==> src/rtl/h_wr_addr_gen.sv <==
// h_wr_addr_gen: write-side address generator for the LSTM hidden-state memory.
// Lays out TIMESTEPS blocks of LAYER_SIZE words from BASE, one registered write per h word.
module h_wr_addr_gen #(
    parameter int ADDR_WIDTH = 12,
    parameter int DATA_WIDTH = 16,
    parameter int LAYER_SIZE = 53,
    parameter int TIMESTEPS  = 7,
    parameter int BASE       = 0
) (
    input  logic                  clk,
    input  logic                  rst,
    input  logic                  i_start,
    input  logic                  i_valid,
    input  logic [DATA_WIDTH-1:0] i_data,
    output logic                  o_we,
    output logic [ADDR_WIDTH-1:0] o_addr,
    output logic [DATA_WIDTH-1:0] o_data,
    output logic                  o_step_done,
    output logic                  o_done,
    output logic                  o_busy,
    output logic                  o_err
);

    localparam int CW = (LAYER_SIZE > 1) ? $clog2(LAYER_SIZE) : 1;
    localparam int SW = (TIMESTEPS > 1) ? $clog2(TIMESTEPS) : 1;
    localparam logic [CW-1:0] CELL_LAST = CW'(LAYER_SIZE - 1);
    localparam logic [SW-1:0] STEP_LAST = SW'(TIMESTEPS - 1);
    localparam logic [ADDR_WIDTH-1:0] ADDR_BASE = ADDR_WIDTH'(BASE);

    typedef enum logic [1:0] {
        IDLE  = 2'd0,
        WRITE = 2'd1,
        DONE  = 2'd2
    } state_t;

    state_t state_q, state_d;

    logic [CW-1:0]         cell_q;
    logic [SW-1:0]         step_q;
    logic [ADDR_WIDTH-1:0] addr_q;

    logic accept;
    logic cell_last;
    logic final_wr;

    // i_start always wins over a same-cycle i_valid
    assign accept    = (state_q == WRITE) && i_valid && !i_start;
    assign cell_last = (cell_q == CELL_LAST);
    assign final_wr  = accept && cell_last && (step_q == STEP_LAST);

    always_ff @(posedge clk or negedge rst) begin
        if (!rst) begin
            state_q <= IDLE;
        end else begin
            state_q <= state_d;
        end
    end

    always_comb begin
        state_d = state_q;
        unique case (state_q)
            IDLE, DONE: begin
                if (i_start) state_d = WRITE;
            end
            WRITE: begin
                if (final_wr) state_d = DONE;
            end
            default: state_d = IDLE;
        endcase
    end

    always_ff @(posedge clk or negedge rst) begin
        if (!rst) begin
            cell_q      <= '0;
            step_q      <= '0;
            addr_q      <= ADDR_BASE;
            o_we        <= 1'b0;
            o_addr      <= '0;
            o_data      <= '0;
            o_step_done <= 1'b0;
            o_done      <= 1'b0;
            o_busy      <= 1'b0;
            o_err       <= 1'b0;
        end else begin
            o_we        <= 1'b0;
            o_step_done <= 1'b0;
            o_busy      <= (state_d == WRITE);
            o_done      <= (state_d == DONE);
            if (i_start) begin
                cell_q <= '0;
                step_q <= '0;
                addr_q <= ADDR_BASE;
                o_err  <= 1'b0;
            end else if (accept) begin
                o_we   <= 1'b1;
                o_addr <= addr_q;
                o_data <= i_data;
                // hold on the final word so the counter stays inside the region
                if (!final_wr) addr_q <= addr_q + ADDR_WIDTH'(1);
                if (cell_last) begin
                    cell_q      <= '0;
                    o_step_done <= 1'b1;
                    if (step_q == STEP_LAST) step_q <= '0;
                    else step_q <= step_q + SW'(1);
                end else begin
                    cell_q <= cell_q + CW'(1);
                end
            end else if (i_valid && state_q != WRITE) begin
                o_err <= 1'b1;
            end
        end
    end

endmodule

==> config.mk <==
export PLATFORM = sky130hd
export DESIGN_NAME = h_wr_addr_gen
export DESIGN_NICKNAME = d
export VERILOG_FILES = /design/src/rtl/h_wr_addr_gen.sv
export SDC_FILE = /design/constraint.sdc
export NUM_CORES = 1
export LEC_CHECK = 0
export CORE_MARGIN = 1
export CORE_UTILIZATION = 50
export CTS_CLUSTER_DIAMETER = 100
export CTS_CLUSTER_SIZE = 28
export DETAILED_ROUTE_END_ITERATION = 12
export PLACE_DENSITY = 0.75
export SLEW_MARGIN = 20
export SYNTH_ARGS = -nofsm -noshare
export SYNTH_HDL_FRONTEND = slang
export SYNTH_SLANG_ARGS = --single-unit
==> constraint.sdc <==
create_clock -name clk -period 2.82 [get_ports clk]
set_clock_uncertainty 0.1 [all_clocks]
set_input_delay 0.705 -clock clk [delete_from_list [all_inputs] [get_ports clk]]
set_output_delay 0.705 -clock clk [all_outputs]
set_load 0.02 [all_outputs]
==> metrics.cfg <==
[critical_path]
cpMaxStageDelayCell=or4_1
start_kind=input port
rrSetupSlack_ns=0.70
path_cells=clkdlybuf4s50_1 > and3b_2 > o31ai_4 > or4_1 > a21oi_1
reg2reg_from=cell_q[0]
worstPathRequired_ns=2.95
path_class=in2reg
rr_worst_depth=6
arrival_ns=2.44
reg2reg_to=addr_q[7]
max_stage_delay_ns=0.53
end_kind=flop
critPathMaxFanout=19

[routing]
drcViolationCount=0
routed_wl_mm=4.65
firstDrtPassIters=4
detail_route.iter0.violations=72
viasPerCell=5.26
wire_per_inst_um=12.8
dr_total_vias=1911
ant_nets=0

[sta]
period_share=0.818
relSlewSlack=0.548
setup_violations=0
rsz0062_at_grt=false
tightest_slew_ns=0.678
hold_violations=0
min_period_ns=2.31
finalMaxSlewViolations=0
tns_ns=0
max_freq_mhz=433
setup_slack_ns=0.512

[cts]
post_cts_resized=0
clock_path_buffers=2
cts_setup_buffers=0
ctsHoldBuffers=0
cts_root_buf=clkbuf_8
numCtsBuffers=5
cts.sinks=56
htree_levels=2
cts_tree=yes
insertion_delay_ns=0.30
clk_pin_slew_worst_paths_ns=0.09

[synth]
synth_fp_nets=278
ys_async_sr_fraction=1.00
synth_area_um2=2420
yosys.area.top_type=dfrtp_1
synthFlopType=dfrtp_1
synth-edff-count=0
yosysUniqueCellTypes=36
synthTopCellsByArea=dfrtp_1 58%, nand2_1 15%, a21oi_1 2.7%
synth-seq-area-share=0.579
ys_seq_elements=56
syn_inst=255
avgSynthCellArea_um2=9.48
yosys_warnings=0
synth.top_cell.area_share=0.579

[power]
pwr_density_cell_nw_per_um2=519
p_leak_nw=1.47
power_mw=1.61
ir_drop_mv=0.416

[place]
post_dp_cell_area_um2=3000
numPortBuffers=52
place.gp.congestion=0.842
dp_hpwl_mm=3.23
post-place-ws_ns=0.199

[cells_and_area]
diodes=0
nets=333
area_growth_syn_to_layout_pct=28.5
drive_gt1_frac=0.0611
final_cell_area_um2=3110
fin_util=0.690

[min_path]
hold_path_class=in2async

[global_route]
grt_max_degree=31
grt_first_pass_wirelength_mm=7.98
grt_overflow=0
grt_usage=0.203
antenna_found_initial=0
grt_pass1_vias=1826

[die]
start_util=0.537
die-height_um=71.6
rows=24
pin_count=53
dieArea_um2=5120
core_area_um2=4500
chipWidth_um=71.6

[run_status]
status=completed

[run]
cap_violations=0

## worst max-delay path: cells and delay by family
family / cells / cell delay [ns]
AOI/OAI and AO/OA: 2 / 0.38
buffers and inverters: 1 / 0.50
and+or+nand+nor: 2 / 0.85
## metrics by stage
step                      instances  hold slack, ns
final                           363           0.258
after global routing            363           0.285
after CTS                       363           0.261
after detailed placement        355           0.361
after global placement          355           0.356
after floorplan                 255           0.309
## where the power goes
| part | switching (mW) | internal, mW | total, mW | leakage (nW) |
|---|---|---|---|---|
| combinational | 0.126 | 0.105 | 0.230 | 0.674 |
| clock | 0.249 | 0.268 | 0.518 | 0.0558 |
| sequential | 0.0233 | 0.840 | 0.864 | 0.741 |
| total | 0.398 | 1.21 | 1.61 | 1.47 |
## sequential cells by signal (all words and copies together), names as in the netlist
name         cells
o_addr          12
step_q           3
o_done           1
cell_q           6
state_q          2
o_data          16
o_step_done      1
addr_q          12
o_err            1
o_busy           1
o_we             1
## area by class of cell
class | count | area, µm²
Sequential cell | 56 | 1400
Fill cell | 374 | 1400
Timing Repair Buffer | 57 | 553
Inverter | 7 | 26.3
Clock inverter | 2 | 38.8
Tap cell | 52 | 65.1
Clock buffer | 6 | 72.6
Multi-Input combinational cell | 183 | 950
## metal layers
metal,GRT usage,share of wire,vias to the layer above
li1,-,-,969
met1,0.257,0.47,891
met2,0.341,0.48,40
met3,0.0478,0.029,11
met4,0.0763,0.017,0
met5,0,0,-
## kinds of logic after synthesis
kind of cell / count (synthesis) / synth area share
AOI/OAI and AO/OA: 33 / 0.0921
DFF: 56 / 0.579
adders and majority gates: 3 / 0.0155
xor gates and xnor gates: 3 / 0.0109
and+or+nand+nor: 140 / 0.257
buffers and inverters: 16 / 0.0279
muxes: 4 / 0.0171
## synthesized netlist by cell type, drive strengths merged (2+ instances only)
master / count
and3: 3
mux2i: 3
nand4: 3
nor2b: 2
or4: 5
o21ai: 5
nor3: 3
inv: 7
or3: 3
o31ai: 7
nand3: 8
buf: 4
a31o: 2
nor2: 11
a21oi: 13
xnor2: 2
a311oi: 2
nand2: 94
clkbuf: 5
nand3b: 2
o22ai: 2
ha: 3
dfrtp: 56
## layout by cell type, fill, tap and decap left out, types with 2 or more instances in the layout
| cell | n |
|---|---|
| nand4_1 | 3 |
| nand3b_1 | 2 |
| and3_1 | 3 |
| inv_1 | 6 |
| clkdlybuf4s50_1 | 51 |
| xnor2_1 | 2 |
| o22ai_1 | 2 |
| nor3_1 | 3 |
| a31o_2 | 2 |
| clkbuf_8 | 5 |
| buf_4 | 5 |
| a21oi_1 | 13 |
| ha_1 | 3 |
| dfrtp_1 | 56 |
| nor2b_1 | 2 |
| o21ai_0 | 5 |
| or3_1 | 3 |
| mux2i_1 | 3 |
| o31ai_1 | 6 |
| nand3_1 | 8 |
| nand2_1 | 94 |
| a311oi_1 | 2 |
| nor2_1 | 11 |
| or4_1 | 5 |
## worst max path at each step
stage	startpoint	endpoint
after global placement	i_valid	addr_q[11]
after detailed placement	i_valid	addr_q[10]
after CTS	i_valid	addr_q[10]
final	i_valid	addr_q[10]
after floorplan	i_valid	addr_q[10]
after global routing	i_valid	addr_q[8]
(Power assumes the default switching activity.)
